==> config.mk <==
export PLATFORM = sky130hd
export DESIGN_NAME = jogo_memoria_parametrizado
export DESIGN_NICKNAME = d
export VERILOG_FILES = /design/src/rtl/jogo_memoria_parametrizado.sv
export SDC_FILE = /design/constraint.sdc
export NUM_CORES = 1
export LEC_CHECK = 0
export ABC_CLOCK_PERIOD_IN_PS = 3270
export CORE_MARGIN = 5
export CORE_UTILIZATION = 53
export CTS_BUF_LIST = sky130_fd_sc_hd__clkbuf_2
export CTS_CLUSTER_DIAMETER = 200
export DETAILED_ROUTE_END_ITERATION = 8
export PLACE_DENSITY = 0.73
export SLEW_MARGIN = 10
export SYNTH_ARGS = -nofsm -noshare
export SYNTH_HDL_FRONTEND = slang
export SYNTH_SLANG_ARGS = --single-unit
==> constraint.sdc <==
create_clock -name clock -period 3.27 [get_ports clock]
set_input_delay 0.654 -clock clock [delete_from_list [all_inputs] [get_ports clock]]
set_output_delay 0.654 -clock clock [all_outputs]
set_load 0.05 [all_outputs]
==> src/rtl/jogo_memoria_parametrizado.sv <==
`default_nettype none
// ============================================================================
// Module   : jogo_memoria_parametrizado
// Purpose  : memory-sequence game with LFSR-filled buffer, progressive
//            playback rounds and per-press timeout.
//            Optional feature macro: TIMEOUT_REPLAY_EN (one replay per game).
// Revision : 1.0
// ============================================================================
module jogo_memoria_parametrizado #(
    parameter int          N_CH     = 4,
    parameter int          MAX_SEQ  = 16,
    parameter int          T_ON     = 1000,
    parameter int          T_OFF    = 500,
    parameter int          T_LIMITE = 3000,
    parameter logic [15:0] SEED     = 16'hACE1
) (
    input  logic            clock,
    input  logic            reset,
    input  logic            jogar,
    input  logic            nivel,
    input  logic [N_CH-1:0] botoes,
    output logic [N_CH-1:0] leds,
    output logic            pronto,
    output logic            ganhou,
    output logic            perdeu,
    output logic            timeout,
    output logic [3:0]      db_estado,
    output logic [5:0]      db_rodada,
    output logic [5:0]      db_endereco,
    output logic [N_CH-1:0] db_memoria
);
    localparam int AW    = $clog2(MAX_SEQ);
    localparam int T_A   = (T_ON > T_OFF) ? T_ON : T_OFF;
    localparam int T_MAX = (T_LIMITE > T_A) ? T_LIMITE : T_A;
    localparam int TW    = $clog2(T_MAX + 1);

    typedef enum logic [3:0] {
        S_IDLE       = 4'h0,
        S_GERA       = 4'h1,
        S_MOSTRA_ON  = 4'h2,
        S_MOSTRA_OFF = 4'h3,
        S_ESPERA     = 4'h4,
        S_COMPARA    = 4'h5,
        S_PROXIMA    = 4'h6,
        S_GANHOU     = 4'hA,
        S_TIMEOUT    = 4'hD,
        S_PERDEU     = 4'hE
    } estado_t;

    estado_t         estado_q, estado_d;
    logic [15:0]     lfsr_q;
    logic [N_CH-1:0] botoes_q;
    logic [N_CH-1:0] jogada_q, jogada_d;
    logic [5:0]      rodada_q, rodada_d;
    logic [5:0]      end_q, end_d;
    logic [6:0]      comp_q, comp_d;
    logic [TW-1:0]   timer_q, timer_d;
    logic [N_CH-1:0] leds_q, leds_d;
    logic            pronto_q, pronto_d, ganhou_q, ganhou_d;
    logic            perdeu_q, perdeu_d, timeout_q, timeout_d;
`ifdef TIMEOUT_REPLAY_EN
    logic            replay_q, replay_d;
`endif

    logic [N_CH-1:0] buffer_q [MAX_SEQ];
    logic [N_CH-1:0] mem_rd, entrada;
    logic [7:0]      sel;
    logic            tem_jogada, grava, terminal;

    assign sel        = lfsr_q[7:0] % 8'(N_CH);
    assign entrada    = {{(N_CH-1){1'b0}}, 1'b1} << sel;
    assign mem_rd     = buffer_q[end_q[AW-1:0]];
    assign tem_jogada = |(botoes & ~botoes_q);
    assign terminal   = (estado_q == S_GANHOU) || (estado_q == S_PERDEU) ||
                        (estado_q == S_TIMEOUT);

    always_comb begin
        estado_d  = estado_q;
        jogada_d  = jogada_q;
        rodada_d  = rodada_q;
        end_d     = end_q;
        comp_d    = comp_q;
        timer_d   = timer_q + TW'(1);
        grava     = 1'b0;
`ifdef TIMEOUT_REPLAY_EN
        replay_d  = replay_q;
`endif
        case (estado_q)
            S_IDLE, S_GANHOU, S_PERDEU, S_TIMEOUT: begin
                timer_d = '0;
                if (jogar) begin
                    comp_d   = nivel ? 7'(MAX_SEQ) : 7'(MAX_SEQ / 2);
                    end_d    = '0;
                    rodada_d = '0;
                    estado_d = S_GERA;
`ifdef TIMEOUT_REPLAY_EN
                    replay_d = 1'b0;
`endif
                end
            end
            S_GERA: begin
                grava   = 1'b1;
                timer_d = '0;
                if ({1'b0, end_q} == comp_q - 7'd1) begin
                    end_d    = '0;
                    estado_d = S_MOSTRA_ON;
                end else begin
                    end_d = end_q + 6'd1;
                end
            end
            S_MOSTRA_ON: begin
                if (timer_q == TW'(T_ON - 1)) begin
                    timer_d  = '0;
                    estado_d = S_MOSTRA_OFF;
                end
            end
            S_MOSTRA_OFF: begin
                if (timer_q == TW'(T_OFF - 1)) begin
                    timer_d = '0;
                    if (end_q == rodada_q) begin
                        end_d    = '0;
                        estado_d = S_ESPERA;
                    end else begin
                        end_d    = end_q + 6'd1;
                        estado_d = S_MOSTRA_ON;
                    end
                end
            end
            S_ESPERA: begin
                // a press on the limit cycle still wins over the timeout
                if (tem_jogada) begin
                    jogada_d = botoes;
                    timer_d  = '0;
                    estado_d = S_COMPARA;
                end else if (timer_q == TW'(T_LIMITE - 1)) begin
                    timer_d  = '0;
`ifdef TIMEOUT_REPLAY_EN
                    if (!replay_q) begin
                        replay_d = 1'b1;
                        end_d    = '0;
                        estado_d = S_MOSTRA_ON;
                    end else begin
                        estado_d = S_TIMEOUT;
                    end
`else
                    estado_d = S_TIMEOUT;
`endif
                end
            end
            S_COMPARA: begin
                timer_d = '0;
                if (jogada_q != mem_rd) begin
                    estado_d = S_PERDEU;
                end else if (end_q != rodada_q) begin
                    end_d    = end_q + 6'd1;
                    estado_d = S_ESPERA;
                end else if ({1'b0, rodada_q} == comp_q - 7'd1) begin
                    estado_d = S_GANHOU;
                end else begin
                    estado_d = S_PROXIMA;
                end
            end
            S_PROXIMA: begin
                timer_d  = '0;
                rodada_d = rodada_q + 6'd1;
                end_d    = '0;
                estado_d = S_MOSTRA_ON;
            end
            default: begin
                timer_d  = '0;
                estado_d = S_IDLE;
            end
        endcase

        leds_d    = (estado_q == S_MOSTRA_ON) ? mem_rd : '0;
        pronto_d  = terminal;
        ganhou_d  = (estado_q == S_GANHOU);
        perdeu_d  = (estado_q == S_PERDEU) || (estado_q == S_TIMEOUT);
        timeout_d = (estado_q == S_TIMEOUT);
    end

    always_ff @(posedge clock) begin
        if (!reset) begin
            estado_q  <= S_IDLE;
            lfsr_q    <= SEED;
            botoes_q  <= '0;
            jogada_q  <= '0;
            rodada_q  <= '0;
            end_q     <= '0;
            comp_q    <= '0;
            timer_q   <= '0;
            leds_q    <= '0;
            pronto_q  <= 1'b0;
            ganhou_q  <= 1'b0;
            perdeu_q  <= 1'b0;
            timeout_q <= 1'b0;
`ifdef TIMEOUT_REPLAY_EN
            replay_q  <= 1'b0;
`endif
        end else begin
            estado_q  <= estado_d;
            lfsr_q    <= {lfsr_q[14:0], lfsr_q[15] ^ lfsr_q[13] ^ lfsr_q[12] ^ lfsr_q[10]};
            botoes_q  <= botoes;
            jogada_q  <= jogada_d;
            rodada_q  <= rodada_d;
            end_q     <= end_d;
            comp_q    <= comp_d;
            timer_q   <= timer_d;
            leds_q    <= leds_d;
            pronto_q  <= pronto_d;
            ganhou_q  <= ganhou_d;
            perdeu_q  <= perdeu_d;
            timeout_q <= timeout_d;
`ifdef TIMEOUT_REPLAY_EN
            replay_q  <= replay_d;
`endif
        end
    end

    // sequence storage survives reset on purpose
    always_ff @(posedge clock) begin
        if (reset && grava) begin
            buffer_q[end_q[AW-1:0]] <= entrada;
        end
    end

    assign leds        = leds_q;
    assign pronto      = pronto_q;
    assign ganhou      = ganhou_q;
    assign perdeu      = perdeu_q;
    assign timeout     = timeout_q;
    assign db_estado   = estado_q;
    assign db_rodada   = rodada_q;
    assign db_endereco = end_q;
    assign db_memoria  = mem_rd;

endmodule
`default_nettype wire
After elaboration in Yosys (flattened, before gate mapping)
Memories as Yosys holds them, arrays and structs flattened. A register that Yosys moved wholly into a read port is not among the register bits.
Cells that the tools add are included.
- register bits after elaboration: 67
- memory bits (writable): 64
- input bits: 8
- logic and storage cells: 93
- memories kept: 1
- output and inout bits: 28
- reduce and logical (&&, ||, !) cells: 15
- $add $sub $neg: 4
- eq/ne operators: 24
- bitwise gates (word level): 5
- multiplexer cells: 30
- shift-type cells: 1
- memories (name ; words ; width ; read ports ; clocked after memory_dff ; wr ports ; line ; RTL):
    buffer_q ; 16 ; 4 ; 1 ; 1 ; 1 ; 65 ; logic [N_CH-1:0] buffer_q [MAX_SEQ];
- operators by type and width (kind ; number):
    $mux 12 ; 4
    $mux 4 ; 11
    $mux 6 ; 6
    $pmux 12 s3 ; 1
    $pmux 6 s5 ; 1
    $pmux 4 s7 ; 1
    $eq 6x7->1 ; 2
    $add 12x1->12 const B ; 1
    $add 6x1->6 const B ; 2
    $eq 12x10->1 const B ; 1
    $eq 12x12->1 const B ; 1
    $eq 12x9->1 const B ; 1
    $eq 4x3->1 const B ; 3
    $eq 4x4->1 const B ; 3
    $ne 2x2->1 const B ; 6
    $pmux 6 s2 ; 1
    $reduce_and 5->1 ; 2
    $eq 4x2->1 const B ; 2
    $reduce_and 2->1 ; 4
    $reduce_or 4->1 ; 2
    $sub 7x1->7 const B ; 1
    $eq 6x6->1 ; 1
    $ne 6x6->1 ; 1
    $mux 5 ; 1
    other kinds (14) ; 20

Longest topological paths before layout
Gate-level depths: netlist (run 1).
- depth in word-level cells: 6
- mapped depth: 9
- mapped depth without buffers: 9

Worst setup path after synthesis (run 1)
OpenSTA, ideal clock, no wires.
- path type: flip-flop to output port
- start point: register (tool-made name)
- end point: output port db_memoria[2]
- stages on the path, launching flop included: 6
- required time: 2616 ps
- path buffers: 2
- slack: 511 ps
- data arrival time: 2105 ps
- cell sequence: dfxtp_1 > buf_6 > buf_2 > nor2_1 > a22o_1 > o31ai_1
- RTL lines (what ; line ; RTL):
    to (decl) ; 30 ; output logic [N_CH-1:0] db_memoria

==> results of run 1 <==
-- registers in the layout (all words and copies together), names as in the netlist, 6 cells and up, named ones only --
| register | flops |
|---|---|
| timer_q | 12 |
| db_endereco | 6 |
| buffer_q | 64 |
| db_rodada | 6 |
| lfsr_q | 16 |
-- worst max path at each step --
stage,slack (ns),cells past startpoint,endpoint
after floorplan,0.51,5,db_memoria[2]
after global placement,0.44,5,db_memoria[2]
after detailed placement,0.33,5,db_memoria[2]
after CTS,0.04,5,db_memoria[2]
after global routing,0.02,4,db_memoria[3]
final,0.17,4,db_memoria[3]
-- cell usage after synthesis, types with 6 or more instances --
cell,n,area [um^2]
o21ai_0,9,45.04
mux4_2,10,225.2
clkbuf_1,13,48.80
nor3_1,10,50.05
and3_1,6,37.54
nor2b_1,12,75.07
mux2i_1,14,140.1
ha_1,7,87.58
edfxtp_1,64,1922
nand2_1,39,146.4
nor2_1,43,161.4
nand2b_1,16,100.1
nand3_1,24,120.1
a21boi_0,9,67.56
and2_1,16,100.1
a21oi_1,10,50.05
xnor2_1,8,70.07
dfxtp_1,66,1321
inv_1,11,41.29
xor2_1,16,140.1
-- per-layer routing --
metal / vias to the layer above / wire length [um]
met5: - / 0
met4: 0 / 142
met3: 15 / 628
met2: 117 / 5433
met1: 1835 / 5641
li1: 1843 / -
-- area by class of cell --
class	count	area [um^2]
inverter	12	45.04
clock inverter	12	138.9
sequential	130	3256
fill	830	4003
timing repair buffer	44	407.9
clock buffer	20	100.1
multi-input combinational	319	2296
tap	136	170.2
-- logic make-up (layout without fill, tap and decap cells) --
logic type                 Yosys count  in the layout  synth area share
adders and majority gates            7              7           0.01537
xor gates and xnor gates            26             26           0.04260
buffers and inverters               32             88           0.02789
and+or+nand+nor                    193            193            0.1772
muxes                               32             32           0.09047
AOI/OAI and AO/OA                   61             61           0.07730
DFF                                130            130            0.5692
-- stage by stage --
stage | utilization | total power, W | worst slack (ns) | hold slack, ns | cells
after floorplan | - | 0.002711 | 0.5109 | 0.3863 | 481
after global placement | 0.5894 | 0.002960 | 0.4352 | 0.3883 | 638
after detailed placement | 0.5894 | 0.002976 | 0.3253 | 0.3959 | 638
after CTS | 0.6132 | 0.003942 | 0.03815 | 0.4131 | 670
after global routing | 0.6157 | 0.004137 | 0.01576 | 0.4475 | 673
final | 0.6157 | 0.003929 | 0.1706 | 0.4116 | 673
-- power by group through the flow --
stage / logic, W / registers [W] / clock network [W]
after floorplan: 0.000721 / 0.00199 / 0
after global placement: 0.000982 / 0.00198 / 0
after detailed placement: 0.000996 / 0.00198 / 0
after CTS: 0.00100 / 0.00195 / 0.000997
after global routing: 0.00109 / 0.00197 / 0.00108
final: 0.00101 / 0.00195 / 0.000975
-- timing repair --
item,4_1_cts,5_1_grt
buffers inserted,0,3
endpoints found under the setup margin,4,2
resized for setup,5,2
==> results by group, run 1 <==
STA
  – Tmin final: 3.099 ns
  – Final period util: 0.9478
  – Count of final setup violators: 0
  – Setup TNS: 0 ns
  – Fin Clk Skew: 0.01791 ns
  – Final-report hold violation count: 0
  – Fmax: 322.6 MHz
  – RSZ-0062 raised after global routing: no
  – Max-slew violation count: 0
  – Max-slew headroom at the worst pin: 0.2258
  – Worst-Margin Slew: 1.157 ns

Setup path
  – CP Class: reg -> out
  – Crit-path leading delay family: multiplexers
  – CP required: 2.62 ns
  – CP dominant cell by count: mux2i_1
  – Critical R2R Launch: db_endereco[0]$_SDFFE_PN0N_
  – Buf/Inv on CP: 1
  – Critical path fanouts, max: 15
  – CP Launch Type: flip-flop
  – Peak per-stage delay on the critical path: 0.58 ns
  – CP max stage cell: mux4_1
  – Flop2flop setup slack: 0.69 ns
  – Reg2reg end: db_estado[1]$_SDFFE_PN0P_
  – CP Data Arrival Time: 2.45 ns
  – CP Cell Sequence: mux4_1, mux2i_1, mux2i_1, buf_4
  – Crit end category: primary output
  – FF-to-FF path depth: 8

Die
  – Core Footprint: 10,420 um^2
  – Die area: 12,920 um^2
  – Row count: 37
  – Die height: 113.7 um
  – Die width: 113.7 um
  – Initial Utilization: 0.5470
  – Top Ports: 36

Min path
  – Hold Path Stages: 1
  – Hold EP: lfsr_q[7]$_SDFF_PN1_
  – Hold Crit Class: reg -> reg
  – HP Start: lfsr_q[6]$_SDFF_PN1_

Finish
  – Commonest non-fill, non-tap cell in the layout: edfxtp_1
  – Ant diodes: 0
  – Design area: 6414 um^2
  – Synth-to-layout area growth: 12.56%
  – # nets final: 539
  – Most frequent cells in the layout: 64 x edfxtp_1, 62 x dfxtp_1, 43 x nor2_1
  – Share of layout cells above drive strength 1: 0.1341

Power
  – Sequential Power Share: 0.496
  – Clk pwr share: 0.248
  – Logic pwr share: 0.256
  – Power Dens Cells: 612.5 nW/um^2
  – Peak VDD IR: 0.0003544 V
  – Leak: 2.238 nW
  – Sw power: 0.001309 W
  – Int Pwr: 0.002620 W
  – Switching portion of total power: 0.3331

Synth
  – Cell count after synthesis: 481
  – Synth cell types: 64
  – FF+latch count, synth: 130
  – Post-synth EDFFs: 64
  – Synth warn: 0
  – Part of the Yosys area used for sequential elements: 0.5692
  – Post-Syn Area: 5698 um^2
  – Mean Syn Cell Area: 11.85 um^2
  – FFs w/ async S/R, synth: 0
  – Ys flop type: dfxtp_1
  – Net count after synthesis: 496

Global route
  – Grt met2 use: 0.2945
  – Grt ovf: 0
  – Largest net degree at the start of global routing: 53
  – M1 GR Usage: 0.2747
  – Grt met3 use: 0.05889
  – GRT Max-Usage Layer: met2
  – Initial antenna violation count: 0
  – Global-route wire length before repair: 19.48 mm
  – Vias in the first global route: 3,725
  – GRT Total Usage: 0.1949

Drt
  – DRC viols: 0
  – Detail Route Antenna Nets: 0
  – Routed vias/inst: 5.661
  – Initial DRC count: 482
  – WL/cell: 17.60 um
  – Pre-antenna DRT Iters: 5
  – Vias post-DR: 3,810
  – Drt total wl: 11.85 mm

Clock network
  – Clock tree buffer depth: 2
  – Hold Buf Count CTS: 0
  – Clock slew at reported path FFs: 0.17 ns
  – Root Driver: clkbuf_2
  – Worst-skew pair later-pin latency: 0.65 ns
  – CTS tree: yes
  – H-tree depth: 4
  – Clk sinks: 130
  – CTS Buf Count: 17

Placement
  – DPL Wire Length: 8.264 mm
  – Port buffer count: 35
  – Area after DPL: 6140 um^2
  – Gpl congestion: 0.8235

Job
  – Max-cap violations: 0

Status
  – Outcome: finished, final reports clean
Note: power is estimated with default switching activity, not from simulation.
==> inputs of run 2 (changes only) <==
- SETUP_SLACK_MARGIN: default -> 0.5
- SLEW_MARGIN: 10 -> default
==> results by group, run 2 (synthesis results as in run 1) <==
Status
  – Outcome: finished, final reports clean (unchanged)

Die
  – Core Footprint: 10,420 um^2 (unchanged)
  – Die height: 113.7 um (unchanged)
  – Die width: 113.7 um (unchanged)
  – Die area: 12,920 um^2 (unchanged)
  – Row count: 37 (unchanged)
  – Top Ports: 36 (unchanged)
  – Initial Utilization: 0.5470 (unchanged)

Drt
  – DRC viols: 0 (unchanged)
  – WL/cell: 17.53 um (was 17.60 um)
  – Detail Route Antenna Nets: 0 (unchanged)
  – Vias post-DR: 3,905 (was 3,810)
  – Routed vias/inst: 5.684 (was 5.661)
  – Drt total wl: 12.04 mm (was 11.85 mm)
  – Initial DRC count: 446 (was 482)
  – Pre-antenna DRT Iters: 5 (unchanged)

Setup path
  – CP Launch Type: flip-flop (unchanged)
  – CP Data Arrival Time: 2.24 ns (was 2.45 ns)
  – CP required: 2.62 ns (about the same)
  – Peak per-stage delay on the critical path: 0.55 ns (was 0.58 ns)
  – CP Cell Sequence: mux4_2, mux2_4, nand2_2, o31ai_4, buf_6 (was mux4_1, mux2i_1, mux2i_1, buf_4)
  – CP Class: reg -> out (unchanged)
  – FF-to-FF path depth: 9 (was 8)
  – CP max stage cell: mux4_2 (was mux4_1)
  – Flop2flop setup slack: 0.68 ns (was 0.69 ns)
  – Crit end category: primary output (unchanged)
  – Critical path fanouts, max: 6 (was 15)

Clock network
  – Root Driver: clkbuf_2 (unchanged)
  – Clk sinks: 130 (unchanged)
  – Worst-skew pair later-pin latency: 0.66 ns (was 0.65 ns)
  – H-tree depth: 4 (unchanged)
  – Clock slew at reported path FFs: 0.17 ns (about the same)
  – CTS tree: yes (unchanged)
  – CTS Buf Count: 17 (unchanged)
  – Hold Buf Count CTS: 0 (unchanged)
  – Clock tree buffer depth: 2 (unchanged)

Finish
  – Commonest non-fill, non-tap cell in the layout: edfxtp_1 (unchanged)
  – Share of layout cells above drive strength 1: 0.1833 (was 0.1341)
  – Fillcell total: 819 (was 830)
  – Most frequent cells in the layout: 64 x edfxtp_1, 60 x dfxtp_1, 43 x nor2_1 (was 64 x edfxtp_1, 62 x dfxtp_1, 43 x nor2_1)
  – Synth-to-layout area growth: 16.05% (was 12.56%)
  – Ant diodes: 0 (unchanged)
  – # nets final: 553 (was 539)
  – Max reg flops: 64 (unchanged)

Placement
  – DPL Wire Length: 8.264 mm (unchanged)
  – Port buffer count: 35 (unchanged)
  – Gpl congestion: 0.8235 (unchanged)

Min path
  – Hold EP: lfsr_q[7]$_SDFF_PN1_ (unchanged)
  – Hold Crit Class: reg -> reg (unchanged)
  – HP Start: lfsr_q[6]$_SDFF_PN1_ (unchanged)
  – Hold Path Stages: 1 (unchanged)

Global route
  – Global-route wire length before repair: 19.81 mm (was 19.48 mm)
  – Initial antenna violation count: 0 (unchanged)
  – Grt ovf: 0 (unchanged)
  – GRT Total Usage: 0.1979 (was 0.1949)
  – Largest net degree at the start of global routing: 53 (unchanged)
  – Vias in the first global route: 3,827 (was 3,725)

Power
  – Power Total: 0.004023 W (was 0.003929 W)
  – Peak VDD IR: 0.0004285 V (was 0.0003544 V)
  – Leak: 2.480 nW (was 2.238 nW)
  – Power Dens Cells: 608.3 nW/um^2 (was 612.5 nW/um^2)

Job
  – Max-cap violations: 0 (unchanged)

STA
  – Hold_ws: 0.4106 ns (was 0.4116 ns)
  – Tmin final: 2.897 ns (was 3.099 ns)
  – Setup TNS: 0 ns (unchanged)
  – Fin Clk Skew: 0.01983 ns (was 0.01791 ns)
  – Fmax: 345.2 MHz (was 322.6 MHz)
  – Max-slew violation count: 0 (unchanged)
  – Worst-Margin Slew: 1.227 ns (was 1.157 ns)
  – Final-report hold violation count: 0 (unchanged)
  – RSZ-0062 raised after global routing: yes (was no)
  – Max-slew headroom at the worst pin: 0.1803 (was 0.2258)
  – Count of final setup violators: 0 (unchanged)
  – Final period util: 0.8859 (was 0.9478)
## run 2: cell types whose count changed in the layout (fill, tap and decap cells not counted), sizes merged
| cell | previous run | this run |
|---|---|---|
| buf | 13 | 27 |
| clkdlybuf4s50 | 31 | 17 |
| dlygate4sd2 | 0 | 8 |
| dlymetal6s2s | 0 | 6 |
## run 2: metal layers
metal,part of all wire,GRT usage
met1,0.47,0.2770
met2,0.46,0.3011
met3,0.056,0.06048
met4,0.012,0.05369
met5,0,0
## run 2: worst max path at each step
| stage | cells past startpoint | end |
|---|---|---|
| floorplan | 5 | db_memoria[2] |
| global placement | 5 | db_memoria[2] |
| detailed placement | 5 | db_memoria[2] |
| CTS | 5 | db_memoria[2] |
| global route | 5 | db_memoria[2] |
| finish | 5 | db_memoria[2] |
## run 2: what timing repair did
| item | in CTS | in global routing |
|---|---|---|
| pin swaps | 0 | 1 |
| hold endpoints to repair | 0 | 0 |
| buffers inserted | 12 | 5 |
| resized for setup | 35 | 14 |
| endpoints found under the setup margin | 25 | 21 |
## run 2: cell type report
class,instances,area (um^2),area share
well taps,136,170.2,0.02573
multi-input cells,319,2357,0.3565
repair buffers,58,540.5,0.08174
clock buffers,20,100.1,0.01514
flip-flops and latches,130,3261,0.4931
inverters,12,45.04,0.006812
clock inverters,12,138.9,0.02100
## run 2: report_power, final
| group | switching (W) | leakage (nW) | internal (W) |
|---|---|---|---|
| registers | 0.000127 | 1.13 | 0.00181 |
| clock network | 0.000548 | 0.153 | 0.000426 |
| logic | 0.000664 | 1.20 | 0.000449 |
## run 2: metrics by stage
step                worst slack, ns  instance area [um^2]    util  cells
global placement             0.4352                  6140  0.5894    638
detailed placement           0.3253                  6140  0.5894    638
floorplan                    0.5109                  5698       -    481
global route                 0.2577                  6613  0.6348    687
CTS                          0.3267                  6526  0.6265    682
finish                       0.3731                  6613  0.6348    687
## run 2: critical path: cells and delay by family, from the launching register on
kind / cells / cell delay, ns
buffers and inverters: 1 / 0.16
and+or+nand+nor: 1 / 0.08
DFF: 1 / 0.44
muxes: 2 / 0.83
AOI/OAI and AO/OA: 1 / 0.07
